--- config.mk ---
export PLATFORM = sky130hd
export DESIGN_NAME = seg_scan_capture
export DESIGN_NICKNAME = d
export VERILOG_FILES = /design/src/rtl/seg_scan_capture.sv
export SDC_FILE = /design/constraint.sdc
export NUM_CORES = 1
export LEC_CHECK = 0
export CORE_MARGIN = 2
export CORE_UTILIZATION = 35
export CTS_CLUSTER_DIAMETER = 80
export CTS_CLUSTER_SIZE = 16
export DETAILED_ROUTE_END_ITERATION = 16
export PLACE_DENSITY = 0.51
export SLEW_MARGIN = 40
export SYNTH_ARGS = -nofsm -noshare
export SYNTH_HDL_FRONTEND = slang
export SYNTH_SLANG_ARGS = --single-unit
--- constraint.sdc ---
create_clock -name clk -period 4.8 [get_ports clk]
set_clock_uncertainty 0.05 [all_clocks]
set_input_delay 1.2 -clock clk [delete_from_list [all_inputs] [get_ports clk]]
set_output_delay 1.2 -clock clk [all_outputs]
set_load 0.005 [all_outputs]
--- src/rtl/seg_scan_capture.sv ---
// seg_scan_capture: samples a multiplexed active-low 7-segment bus, decodes each
// stable digit back to a hex nibble and publishes only complete, coherent frames.
module seg_scan_capture #(
    parameter int NUM_DIG    = 6,
    parameter int STABLE_CYC = 16,
    parameter int SYNC_EN    = 1
) (
    input  logic                 clk,
    input  logic                 rst,
    input  logic [7:0]           seg_data,
    input  logic [NUM_DIG-1:0]   seg_sel,
    output logic [4*NUM_DIG-1:0] hex_value,
    output logic [NUM_DIG-1:0]   dp_flags,
    output logic [NUM_DIG-1:0]   err_flags,
    output logic                 frame_valid,
    output logic                 pattern_err
);
    localparam int CW = $clog2(STABLE_CYC) + 1;
    localparam int SW = NUM_DIG + 8;
    localparam int IW = (NUM_DIG > 1) ? $clog2(NUM_DIG) : 1;

    typedef enum logic [1:0] {IDLE, SETTLE, CAPTURED} state_t;

    state_t               state_q;
    logic [CW-1:0]        cnt_q;
    logic [SW-1:0]        sync1_q, sync2_q, prev_q, samp;
    logic [NUM_DIG-1:0]   sel_s, seen_q, seen_d, dp_q, dp_d, err_q, err_d;
    logic [7:0]           seg_s;
    logic [4*NUM_DIG-1:0] nib_q, nib_d;
    logic [IW-1:0]        idx;
    logic [4:0]           dec;
    logic                 valid, same, capture;

    // returns {undecodable, nibble}; dp is handled separately
    function automatic logic [4:0] decode(input logic [6:0] p);
        case (p)
            7'h40: decode = 5'h00;
            7'h79: decode = 5'h01;
            7'h24: decode = 5'h02;
            7'h30: decode = 5'h03;
            7'h19: decode = 5'h04;
            7'h12: decode = 5'h05;
            7'h02: decode = 5'h06;
            7'h78: decode = 5'h07;
            7'h00: decode = 5'h08;
            7'h10: decode = 5'h09;
            7'h08: decode = 5'h0A;
            7'h03: decode = 5'h0B;
            7'h46: decode = 5'h0C;
            7'h21: decode = 5'h0D;
            7'h06: decode = 5'h0E;
            7'h0E: decode = 5'h0F;
            default: decode = 5'h10;
        endcase
    endfunction

    assign samp    = (SYNC_EN != 0) ? sync2_q : sync1_q;
    assign sel_s   = samp[SW-1:8];
    assign seg_s   = samp[7:0];
    assign valid   = $onehot(~sel_s);
    assign same    = samp == prev_q;
    assign dec     = decode(seg_s[6:0]);
    assign capture = (state_q == SETTLE) && valid && same && (cnt_q == CW'(STABLE_CYC - 1));

    always_comb begin
        idx = '0;
        for (int i = 0; i < NUM_DIG; i++)
            if (!sel_s[i]) idx = IW'(i);
    end

    always_comb begin
        nib_d = nib_q;
        dp_d = dp_q;
        err_d = err_q;
        seen_d = seen_q | (NUM_DIG'(1) << idx);
        nib_d[4*int'(idx) +: 4] = dec[3:0];
        dp_d[idx] = ~seg_s[7];
        err_d[idx] = dec[4];
    end

    always_ff @(posedge clk) begin
        if (rst) begin
            state_q <= IDLE;
            cnt_q <= '0;
            sync1_q <= '1;
            sync2_q <= '1;
            prev_q <= '1;
            seen_q <= '0;
            nib_q <= '0;
            dp_q <= '0;
            err_q <= '0;
            hex_value <= '0;
            dp_flags <= '0;
            err_flags <= '0;
            frame_valid <= 1'b0;
            pattern_err <= 1'b0;
        end else begin
            sync1_q <= {seg_sel, seg_data};
            sync2_q <= sync1_q;
            prev_q <= samp;
            frame_valid <= 1'b0;
            pattern_err <= 1'b0;
            case (state_q)
                IDLE: if (valid) begin
                    state_q <= SETTLE;
                    cnt_q <= CW'(1);
                end
                SETTLE: if (!valid) begin
                    state_q <= IDLE;
                    cnt_q <= '0;
                end else if (!same) begin
                    cnt_q <= CW'(1);
                end else if (capture) begin
                    state_q <= CAPTURED;
                end else begin
                    cnt_q <= (&cnt_q) ? cnt_q : cnt_q + 1'b1;
                end
                default: if (!valid) begin
                    state_q <= IDLE;
                    cnt_q <= '0;
                end else if (!same) begin
                    state_q <= SETTLE;
                    cnt_q <= CW'(1);
                end
            endcase
            if (capture) begin
                nib_q <= nib_d;
                dp_q <= dp_d;
                err_q <= err_d;
                pattern_err <= dec[4];
                seen_q <= (&seen_d) ? '0 : seen_d;
                if (&seen_d) begin
                    hex_value <= nib_d;
                    dp_flags <= dp_d;
                    err_flags <= err_d;
                    frame_valid <= 1'b1;
                end
            end
        end
    end
endmodule

# Word level (Yosys, flattened, before mapping)
# Index checks and enable logic that the tools add are counted.
classes:
  muxes: 28
  eq_ne: 25
  shift: 3
  addsub: 7
  reduce_logical: 12
  n_bitwise: 4
  order_cmp: 2
ops:
  columns: ["op", "count"]
  rows:
  - ["$pmux W5 S16", 1]
  - ["$mux W5", 7]
  - ["$neg A5 Y33", 1]
  - ["$shift A4 B33 Y24 const A", 1]
  - ["$shiftx A4 B33 Y24", 1]
  - ["$eq A7 B7 Y1 const B", 4]
  - ["$bwmux W24", 1]
  - ["$eq A7 B5 Y1 const B", 3]
  - ["$eq A7 B6 Y1 const B", 3]
  - ["$eq A14 B14 Y1", 1]
  - ["$eq A7 B2 Y1 const B", 2]
  - ["$eq A7 B4 Y1 const B", 2]
  - ["$bwmux W6", 2]
  - ["$mux W2", 6]
  - ["$mux W3", 4]
  - ["$pmux W5 S2", 1]
  - ["$ne A4 B4 Y1 const B", 2]
  - ["$reduce_and A4 Y1", 2]
  - ["$eq A7 B3 Y1 const B", 1]
  - ["$logic_not A7 Y1", 1]
  - ["$reduce_and A7 Y1", 1]
  - ["$add A1 B1 Y2", 3]
  - ["$mux W6", 1]
  - ["$ne A3 B3 Y1 const B", 2]
  - ["other kinds (22)", 28]
totals:
  inputBits: 16
  output_inout_bits: 38
  reg_bits: 129

# Longest topological paths before layout
depth:
  depth_word: 12
  ltp_mapped: 15

# Worst setup path after synthesis
# OpenSTA, ideal clock, no wires.
synth_path:
  path_type: "reg-to-reg"
  startpoint: "register sync2_q[9], in the netlist samp[9]"
  endpoint: "register hex_value[10]"
  period_less_slack_ns: 3.949
  required_time_ns: 4.623
  path_stages_with_launch: 14
  arrival_time_ns: 3.772
  setup_time_ns: 0.127
  path_buffers: 2
  path_slack_ns: 0.851
  cell_sequence: "dfxtp_1 -> fa_1 -> inv_1 -> fa_1 -> ha_1 -> fa_1 -> or3b_4 -> or4_4 -> nor4_4 -> and2_1 -> buf_4 -> nor2_2 -> buf_6 -> o2bb2ai_1"
synth_via:
  elab_chain_len: 9
  elab_cells_between_ends: 21
  cone_classes: "4 x add/sub; 2 x eq/ne; 3 x shift; 6 x mux; 2 x bitwise; 4 x reduce/logical"
synth_rtl:
  columns: ["item", "line_no", "source"]
  rows:
  - ["start, declared", "26", "logic [SW-1:0] sync1_q, sync2_q, prev_q, samp;"]
  - ["start signal, assigned", "99", "sync2_q <= sync1_q;"]
  - ["$not A6 Y6", "60", "assign valid = $onehot(~sel_s);"]
  - ["$add A1 B1 Y2 (not written as such)", "60", null]
  - ["$add A2 B2 Y3 (not written as such)", "60", null]
  - ["$add A3 B2 Y3 (not written as such)", "60", null]
  - ["$eq A3 B1 Y1", "60", null]
  - ["$logic_and A1 B1 Y1 (3 in a row)", "63", "assign capture = (state_q == SETTLE) && valid && same && (cnt_q == CW'(STABLE_CYC - 1));"]
  - ["$reduce_and A7 Y1 (no source line)", null, null]
  - ["end signal, assigned", "133", "hex_value <= nib_d;"]
  - ["end, declared", "12", "output logic [4*NUM_DIG-1:0] hex_value,"]
# Parallel ways exist; a longest one is shown, timed or not.
# A chain may end at the register's enable or synchronous reset.

# Final worst setup path
layout_path:
  startpoint: "register sync2_q[11], in the netlist samp[11]"
  endpoint: "register dp_flags[0]"
layout_via:
  elab_chain_len: 9
  elab_cells_between_ends: 21
  cone_classes: "3 x add/sub; 2 x order compare; 2 x eq/ne; 1 x shift; 6 x mux; 2 x bitwise; 5 x reduce/logical"
layout_rtl:
  columns: ["item", "line_no", "source"]
  rows:
  - ["$not A6 Y6", "60", null]
  - ["$add A1 B1 Y2 (not written as such)", "60", null]
  - ["$add A2 B2 Y3 (not written as such)", "60", null]
  - ["$add A3 B2 Y3 (not written as such)", "60", null]
  - ["$eq A3 B1 Y1", "60", null]
  - ["$logic_and A1 B1 Y1 (3 in a row)", "63", null]
  - ["$reduce_and A7 Y1 (no source line)", null, null]
  - ["end signal, assigned", "134", "dp_flags <= dp_d;"]
  - ["end, declared", "13", "output logic [NUM_DIG-1:0] dp_flags,"]
# Parallel ways exist; a longest one is shown, timed or not.

==> results.json <==
{
  "hold_path_class": "reg -> reg",
  "grt_max_degree": 51,
  "clk_pin_slew_ns": 0.06,
  "die_area_sq_um": 16750,
  "ios": 54,
  "cts_max_path_buffers": 2,
  "cts_resized": 0,
  "htreeDepth": 4,
  "p_seq_share_pct": 43.3,
  "antenna_found_initial": 0,
  "slew_headroom_pct": 49.74,
  "timing.max_cap.violations": 0,
  "syn_area_sq_um": 5507,
  "switchingPower_uw": 573.8,
  "gp_congestion": 0.7613,
  "yosys_warnings": 0,
  "first_iter_violations": 276,
  "power_frac_comb_pct": 6.2,
  "drt_first_pass_iters": 4,
  "crit_arrival_ns": 4.66,
  "critPathMaxFanout": 23,
  "peakVddDrop_uv": 263.9,
  "wire_per_inst_microns": 15.14,
  "rsz0062_at_grt": "false",
  "diodes": 0,
  "syn-instance-count": 608,
  "die_h_microns": 129.4,
  "whs_endpoint": "samp[10]",
  "final_cell_area_sq_um": 6808,
  "power_density_nw_per_um2": 376.7,
  "initial_core_util_pct": 35.96,
  "cts_hold_buf": 0,
  "coreArea_sq_um": 15310,
  "io_buffers": 53,
  "cts_buffers": 17,
  "period_share_pct": 90.87,
  "fin_crit_ns": 4.362,
  "outcome": "finished, final reports clean",
  "synth_ff_type": "dfxtp_1",
  "synthDistinctLibCells": 56,
  "busiest_layer": "met2",
  "fillCellCount": 1510,
  "reg2reg_to": "dp_flags[0]",
  "post_cts_buffers": 0,
  "drive_above_1_share_pct": 13.87,
  "ys_ff_latch": 129,
  "final-setup-viol-count": 0,
  "ff2ff_path_depth": 13,
  "grt_pass1_wl_mm": 21.64,
  "final_nets": 671,
  "slew_viol_final": 0,
  "avgViaCountPerCell": 5.127,
  "gr-usage-all-layers_pct": 16.59,
  "dpl_cell_area_sq_um": 6162,
  "grt-ovfl-total": 0,
  "pre_cts_ws_ns": 0.4425,
  "max_freq_mhz": 229.3,
  "clock_latency_ns": 0.41,
  "synth-edff-count": 0,
  "rows": 45,
  "worstSetupEndpointType": "flop",
  "worstSetupPathType": "reg -> reg",
  "syn-num-nets": 636,
  "area_delta_synth_final_pct": 23.63,
  "ys_seq_area_share_pct": 46.90,
  "syn_area_per_cell_sq_um": 9.057,
  "grt_use_met1_pct": 22.32,
  "worst_pin_slew_ns": 0.7522,
  "ff2ff_setup_slack_ns": 0.44,
  "drc_errors": 0,
  "antenna_left": 0,
  "grt_pass1_vias": 4283,
  "hpwl_mm": 8.853,
  "via_count": 4445,
  "die_x_microns": 129.4,
  "grtUsageMet2_pct": 25.05,
  "async_reset_ff_share_pct": 0,
  "hold_start": "sync1_q[10]",
  "netSwitchingFraction_pct": 22.37,
  "leakage_uw": 0.002385,
  "tritoncts": "done",
  "gr-usage-met3_pct": 4.088,
  "power.internal_uw": 1991,
  "cts_sinks": 129,
  "required_ns": 5.10,
  "r2r-start": "samp[11]",
  "clk_root_buffer_cell": "clkbuf_16",
  "crit_path_start": "samp[11]",
  "holdPathStages": 1,
  "fin_ws_ns": 0.4380,
  "power.share.clock_pct": 50.5,
  "worstSetupStartpointType": "flop",
  "finalSetupTns_ns": 0,
  "hold_viol": 0,
  "drt_wl_total_mm": 13.13
}
cell usage after synthesis, drive strengths merged, types with 7 or more instances:
master	number	area, sq um
inv	18	67.56
mux2i	14	140.1
a21oi	52	260.3
o21ai	20	100.1
xnor2	14	122.6
nor2	29	111.4
nand4	9	56.30
nor3	8	40.04
dfxtp	129	2582
a22oi	18	135.1
o2bb2ai	27	236.5
or2	39	244.0
nand2	62	232.7
ha	9	112.6
nand3	41	205.2
nor3b	7	52.55
clkbuf	31	116.4
buf	14	85.08
cell usage in the layout (no fill, tap or decap), types with 3 or more instances in the layout:
cell type,count
o2bb2ai_1,27
nand3_1,41
buf_4,7
a22oi_1,18
xor2_1,3
or2_2,39
nand2_1,62
ha_1,9
nor3b_1,7
nor4b_2,4
nor3_1,5
clkdlybuf4s50_1,52
nor2b_1,3
o21ai_0,20
inv_1,18
o211ai_1,5
nand4_1,9
clkbuf_16,17
nor3_2,3
and3_1,4
nor4_1,3
a221oi_1,4
and2_1,3
mux2i_1,14
nand3b_1,3
fa_1,3
nor2_1,28
bufinv_16,3
a21oi_1,51
clkinv_2,6
xnor2_1,14
a31oi_1,3
dfxtp_1,129
worst max-delay path by stage:
stage	to	cells past startpoint	slack, ns
after floorplan	hex_value[10]	13	0.85
after global placement	hex_value[2]	12	0.49
after detailed placement	hex_value[3]	13	0.44
after CTS	dp_flags[0]	13	0.43
after global routing	hex_value[3]	13	0.23
final	dp_flags[0]	13	0.44
registers in the layout (all words and copies together) (netlist names), 2 cells and up:
name / cells
seen_q: 6
err_flags: 6
cnt_q: 5
state_q: 2
err_q: 6
sync1_q: 14
nib_q: 24
hex_value: 24
prev_q: 14
dp_q: 6
samp: 14
dp_flags: 6
stage by stage:
step | hold WS, ns | utilization [%] | power (uW) | instances
4_1_cts | 0.3540 | 44.13 | 2586 | 866
3_3_place_gp | 0.3414 | 40.18 | 1284 | 834
3_5_place_dp | 0.3433 | 40.24 | 1287 | 834
2_1_floorplan | 0.3395 | - | 1243 | 608
5_1_grt | 0.3719 | 44.45 | 2657 | 867
6_report | 0.3537 | 44.45 | 2564 | 867
power groups by stage:
stage               sequential (uW)  combinational [uW]  clock [uW]
floorplan                      1120                 123           0
finish                         1110                 159        1300
global placement               1130                 151           0
global route                   1110                 175        1370
CTS                            1110                 154        1320
detailed placement             1130                 153           0
cells by family (layout without fill, tap and decap cells):
| logic type | Yosys count | count (layout) | share of synthesized area (%) |
|---|---|---|---|
| muxes | 14 | 14 | 2.545 |
| and+or+nand+nor | 229 | 229 | 22.47 |
| DFF | 129 | 129 | 46.90 |
| xor gates and xnor gates | 17 | 17 | 2.704 |
| AOI/OAI and AO/OA | 144 | 144 | 17.36 |
| buffers and inverters | 63 | 111 | 4.885 |
| adders and majority gates | 12 | 12 | 3.136 |
routing by layer:
| layer | vias up | wire length [microns] |
|---|---|---|
| li1 | 2230 | - |
| met1 | 2112 | 6524 |
| met2 | 84 | 5823 |
| met3 | 19 | 506 |
| met4 | 0 | 272 |
| met5 | - | 0 |
worst max-delay path, stage by stage, from the launching register on:
cell      delay (ns)
dfxtp_1         0.47
fa_1            0.46
inv_1           0.08
fa_1            0.42
ha_1            0.20
fa_1            0.45
or3b_4          0.44
or4_4           0.56
nor4_4          0.17
buf_4           0.31
and2_1          0.23
buf_4           0.19
o211ai_1        0.12
a21oi_1         0.15
layout make-up:
| cell class | count | area [sq um] | area share (%) |
|---|---|---|---|
| Clock buffer | 21 | 460.4 | 6.763 |
| Clock inverter | 11 | 136.4 | 2.003 |
| Inverter | 18 | 67.56 | 0.9925 |
| Multi-Input combinational cell | 416 | 2691 | 39.53 |
| Sequential cell | 129 | 2582 | 37.93 |
| Tap cell | 211 | 264.0 | 3.878 |
| Timing Repair Buffer | 61 | 605.6 | 8.895 |
Note: power is estimated with default switching activity, not from simulation.
